--- src/rtl/accumulator_pingpong_bank.sv ---
// ============================================================================
// accumulator_pingpong_bank : double-buffered signed tile accumulator, row-wise drain
// Revision: 1.0
// ============================================================================
`default_nettype none

module accumulator_pingpong_bank #(
  parameter int ROWS      = 4,
  parameter int COLS      = 4,
  parameter int IN_WIDTH  = 16,
  parameter int ACC_WIDTH = 32,
  parameter int SATURATE  = 1
) (
  input  logic                                     clk_i,
  input  logic                                     reset_n_i,
  input  logic                                     in_valid_i,
  output logic                                     in_ready_o,
  input  logic                                     in_last_i,
  input  logic [ROWS-1:0][COLS-1:0][IN_WIDTH-1:0]  in_data_i,
  output logic                                     out_valid_o,
  input  logic                                     out_ready_i,
  output logic [COLS-1:0][ACC_WIDTH-1:0]           out_data_o,
  output logic [$clog2(ROWS)-1:0]                  out_row_o,
  output logic                                     out_last_o,
  output logic                                     out_overflow_o
);

  localparam int ROW_W = $clog2(ROWS);
  localparam logic [ROW_W-1:0] LAST_ROW = ROW_W'(ROWS - 1);

  logic [ACC_WIDTH-1:0] bank_q [2][ROWS][COLS];
  logic [ACC_WIDTH-1:0] bank_d [2][ROWS][COLS];
  logic [1:0]           full_q, full_d;
  logic [1:0]           ovf_q, ovf_d;
  logic                 fill_sel_q, fill_sel_d;
  logic                 drain_sel_q, drain_sel_d;
  logic                 first_q, first_d;
  logic [ROW_W-1:0]     row_cnt_q, row_cnt_d;

  logic                 accept;
  logic                 drain_hs;
  logic                 any_ovf;
  logic [ACC_WIDTH:0]   elem;

  // Returns {overflow, result} for one element: widened add, then clamp or wrap.
  function automatic logic [ACC_WIDTH:0] acc_add(input logic [ACC_WIDTH-1:0] acc,
                                                  input logic [IN_WIDTH-1:0]  din);
    logic [ACC_WIDTH-1:0] ext;
    logic [ACC_WIDTH:0]   sum;
    logic                 ovf;
    logic [ACC_WIDTH-1:0] res;
    ext = ACC_WIDTH'($signed(din));
    sum = {acc[ACC_WIDTH-1], acc} + {ext[ACC_WIDTH-1], ext};
    ovf = sum[ACC_WIDTH] ^ sum[ACC_WIDTH-1];
    res = sum[ACC_WIDTH-1:0];
    if (ovf && (SATURATE != 0)) begin
      res = sum[ACC_WIDTH] ? {1'b1, {(ACC_WIDTH-1){1'b0}}} : {1'b0, {(ACC_WIDTH-1){1'b1}}};
    end
    return {ovf, res};
  endfunction

  assign in_ready_o     = !full_q[fill_sel_q];
  assign out_valid_o    = full_q[drain_sel_q];
  assign out_row_o      = row_cnt_q;
  assign out_last_o     = (row_cnt_q == LAST_ROW);
  assign out_overflow_o = ovf_q[drain_sel_q];

  assign accept   = in_valid_i && in_ready_o;
  assign drain_hs = out_valid_o && out_ready_i;

  for (genvar c = 0; c < COLS; c++) begin : g_out
    assign out_data_o[c] = bank_q[drain_sel_q][row_cnt_q][c];
  end

  always_comb begin
    bank_d      = bank_q;
    full_d      = full_q;
    ovf_d       = ovf_q;
    fill_sel_d  = fill_sel_q;
    drain_sel_d = drain_sel_q;
    first_d     = first_q;
    row_cnt_d   = row_cnt_q;
    any_ovf     = 1'b0;
    elem        = '0;

    // Fill and drain always target different banks, so both may update in one cycle.
    if (accept) begin
      for (int r = 0; r < ROWS; r++) begin
        for (int c = 0; c < COLS; c++) begin
          elem = acc_add(bank_q[fill_sel_q][r][c], in_data_i[r][c]);
          if (first_q) begin
            bank_d[fill_sel_q][r][c] = ACC_WIDTH'($signed(in_data_i[r][c]));
          end else begin
            bank_d[fill_sel_q][r][c] = elem[ACC_WIDTH-1:0];
            any_ovf = any_ovf | elem[ACC_WIDTH];
          end
        end
      end
      ovf_d[fill_sel_q] = first_q ? 1'b0 : (ovf_q[fill_sel_q] | any_ovf);
      first_d = in_last_i;
      if (in_last_i) begin
        full_d[fill_sel_q] = 1'b1;
        fill_sel_d         = ~fill_sel_q;
      end
    end

    if (drain_hs) begin
      if (row_cnt_q == LAST_ROW) begin
        row_cnt_d           = '0;
        full_d[drain_sel_q] = 1'b0;
        drain_sel_d         = ~drain_sel_q;
      end else begin
        row_cnt_d = row_cnt_q + 1'b1;
      end
    end
  end

  always_ff @(posedge clk_i) begin
    if (!reset_n_i) begin
      for (int b = 0; b < 2; b++) begin
        for (int r = 0; r < ROWS; r++) begin
          for (int c = 0; c < COLS; c++) begin
            bank_q[b][r][c] <= '0;
          end
        end
      end
      full_q      <= '0;
      ovf_q       <= '0;
      fill_sel_q  <= 1'b0;
      drain_sel_q <= 1'b0;
      first_q     <= 1'b1;
      row_cnt_q   <= '0;
    end else begin
      bank_q      <= bank_d;
      full_q      <= full_d;
      ovf_q       <= ovf_d;
      fill_sel_q  <= fill_sel_d;
      drain_sel_q <= drain_sel_d;
      first_q     <= first_d;
      row_cnt_q   <= row_cnt_d;
    end
  end

endmodule

`default_nettype wire

--- config.mk ---
export PLATFORM = sky130hd
export DESIGN_NAME = accumulator_pingpong_bank
export DESIGN_NICKNAME = d
export VERILOG_FILES = /design/src/rtl/accumulator_pingpong_bank.sv
export SDC_FILE = /design/constraint.sdc
export NUM_CORES = 2
export LEC_CHECK = 0
export CORE_ASPECT_RATIO = 0.6
export CORE_MARGIN = 2
export CORE_UTILIZATION = 35
export DETAILED_ROUTE_END_ITERATION = 6
export PLACE_DENSITY = 0.57
export RECOVER_POWER = 100
export SETUP_SLACK_MARGIN = 0.02
export SKIP_CTS_REPAIR_TIMING = 1
export SLEW_MARGIN = 15
export SYNTH_ARGS = -nofsm -noshare
export SYNTH_HDL_FRONTEND = slang
export SYNTH_SLANG_ARGS = --single-unit
--- constraint.sdc ---
create_clock -name clk_i -period 7.53 [get_ports clk_i]
set_input_delay 1.506 -clock clk_i [delete_from_list [all_inputs] [get_ports clk_i]]
set_output_delay 1.506 -clock clk_i [all_outputs]
set_load 0.1 [all_outputs]
==> metrics.txt <==
Area Growth Syn to Fin=13.70%; initial core utilization=0.3512; Bufs and invs on worst path=1; cell internal pwr=12590 uW; leakage power=0.03679 uW; Pwr Density=241.2 nW/um^2; Inserted Clock Buffers=109; total number of vias=78790; clock skew=0.07598 ns; Critical Path, Cell by Cell=clkbuf_1 -> mux2_1 -> ha_1 -> fa_1 -> a21o_1 -> a31oi_1 -> o211ai_1 -> o211a_1 -> a21o_1 -> a311o_1 -> o21a_1 -> nand2_1 -> o21ai_0 -> nand3_1 -> a21oi_1; Hold Crit Class=reg2reg; Netlist cell types=108; share of the synthesized area in the top cell type=0.2578; routed vias/inst=6.157; clock group share of total power=0.274; GRT Util Overall=0.2847; Hold Vio Cnt, Final=0; ys flop type=dfxtp_1; worst stage delay on the critical path=1.40 ns; Die W=622.0 microns; remaining antenna violation count after routing=0; clk buf depth=3; Worst setup SP type=register; Worst IR Drop VDD=0.0002331 V; most common cell after layout, fill and taps aside=a21oi_1; fraction of the cycle the final worst path needs=0.9647; Period minus WS final=7.264 ns; worst slew pin tran=3.730 ns; YS warnings=0; Fillers=22600; Yosys top cell by area=dfxtp_1; endpoints failing setup=0; sw power=9409 uW; Setup crit end kind=register; WS Path Type=reg2reg; setup TNS=0 ns; Core ar.=228400 sq um; Worst-path clk slew=0.06 ns; Sw Ratio=0.4278; row cnt=136; most used cell, CP=a21o_1; Max Slew Vio Count=219; Post-layout nets=10440; area of the mapped netlist=80210 sq um; global-route wire length before repair=503100 microns; Synthesized Nets=10360; placed wire-length estimate=255400 microns; final cell count without fillers=12800; RSZ-0062 raised after global routing=false; vias in the first global route=73320; headroom to the max-slew limit=-1.487; Slowest cell on crit path=clkbuf_1; CTS tree=built; num ports=395; clk_lat worst skew=0.79 ns; IO Port Bufs=394; fmax=137.7 MHz; root cell of the clock tree=clkbuf_16; Seq/Total Area, Yosys=0.2578; total routed wirelength=347400 microns; cells after synthesis=9568; Synth async-reset ratio=0; gpl congestion=0.9504; combinational share of power=0.437; Detailed Routing Iterations Pass 1=5; total gr overflow=0; Seq pwr share=0.290; CP Data Required Time=8.16 ns; max-cap viol count=6; flops & latches, synth=1033; DRT iter0 DRCs=9962; Max FO, Critical Path=33; syn_area_per_cell=8.383 sq um; die area=233100 sq um; die height=374.8 microns; most frequent cells in the layout=a21oi_1 (1210), o21ai_0 (1121), dfxtp_1 (1028); share of layout cells above drive strength 1=0.1403; Top Family by Delay on Critical Path=compound AO/OA/AOI/OAI gates; Post-route DRC=0; outcome=complete, but fails checks; largest net degree at the start of global routing=231; CP Data Arrival Time=7.90 ns; failing checks=capacitance limit, slew limit; Clock H-tree levels=3; CTS sink cnt=1033; WL/cell=27.15 microns; antenna violations before repair=54; EDFF count, synth=0; synth top area cells=dfxtp_1 (26%), mux2_2 (9.1%), ha_1 (8.1%); DP Cell Count=12570
## synthesized netlist by cell type (187+ instances only)
master,instances
xnor2_1,253
a211oi_1,216
nand2_1,768
mux2_2,648
a21oi_1,1218
a21o_1,244
xor2_1,187
o21ai_0,1053
ha_1,517
nor2_1,692
mux4_2,256
clkbuf_1,533
dfxtp_1,1033
## cell families (layout without fill, tap and decap cells)
logic type | after synthesis | in the layout | synth area share
and+or+nand+nor | 2104 | 2104 | 0.1155
AOI/OAI and AO/OA | 3631 | 3631 | 0.2755
DFF | 1033 | 1033 | 0.2578
muxes | 939 | 939 | 0.1672
xor gates and xnor gates | 442 | 442 | 0.04845
adders and majority gates | 644 | 644 | 0.09851
buffers and inverters | 775 | 939 | 0.03699
other | 0 | 27 | 0
## final timing paths
| path | from | end | slack, ns | depth (start not counted) |
|---|---|---|---|---|
| worst max-delay path | fill_sel_q | bank_q[884] | 0.27 | 15 |
| worst max register to register | fill_sel_q | bank_q[884] | 0.27 | 15 |
| worst min register to register | bank_q[4] | bank_q[4] | 0.47 | 2 |
| worst min-delay path | bank_q[4] | bank_q[4] | 0.47 | 2 |
## power by group through the flow
stage | Sequential (uW) | Combinational, uW | Clock (uW)
floorplan | 6250 | 6480 | 0
global placement | 6430 | 9330 | 0
detailed placement | 6460 | 9420 | 0
CTS | 6340 | 9480 | 6050
global route | 6410 | 10200 | 6260
finish | 6370 | 9610 | 6020
## worst min-delay path: stages (launching register included)
cell	delay (ns)
dfxtp_1	0.32
nand2_1	0.06
a21oi_1	0.05
## layer usage
metal | up-vias | global-route usage | wire, microns
li1 | 35840 | - | -
met2 | 4034 | 0.4025 | 141500
met1 | 38360 | 0.4119 | 155000
met4 | 10 | 0.1243 | 16360
met3 | 533 | 0.06056 | 34510
met5 | - | 0 | 61
## through the flow
| step | power, uW | setup slack (ns) | hold slack, ns | area [sq um] | util |
|---|---|---|---|---|---|
| final | 21990 | 0.2656 | 0.4691 | 91190 | 0.3993 |
| after global routing | 22900 | 0.2778 | 0.4842 | 91170 | 0.3992 |
| after floorplan | 12730 | 1.666 | 0.4360 | 80210 | - |
| after global placement | 15760 | 0.4729 | 0.4483 | 87460 | 0.3830 |
| after detailed placement | 15880 | 0.3108 | 0.4571 | 87460 | 0.3830 |
| after CTS | 21870 | 0.9846 | 0.4664 | 91290 | 0.3998 |
## final cells by class
type / instances / area, sq um / area share
multi-input combinational: 7760 / 56630 / 0.6210
sequential: 1033 / 20700 / 0.2269
timing repair buffer: 595 / 5620 / 0.06163
tap: 3036 / 3799 / 0.04166
clock buffer: 146 / 3058 / 0.03353
clock inverter: 55 / 772.0 / 0.008465
inverter: 143 / 545.5 / 0.005982
antenna: 27 / 67.56 / 0.0007409
## registers in the layout, indices dropped and copies added (netlist names)
name	cells
fill_sel_q	1
out_row_o	2
ovf_q	2
drain_sel_q	1
full_q	2
first_q	1
bank_q	1024
Power figures use the tool's default switching activity.
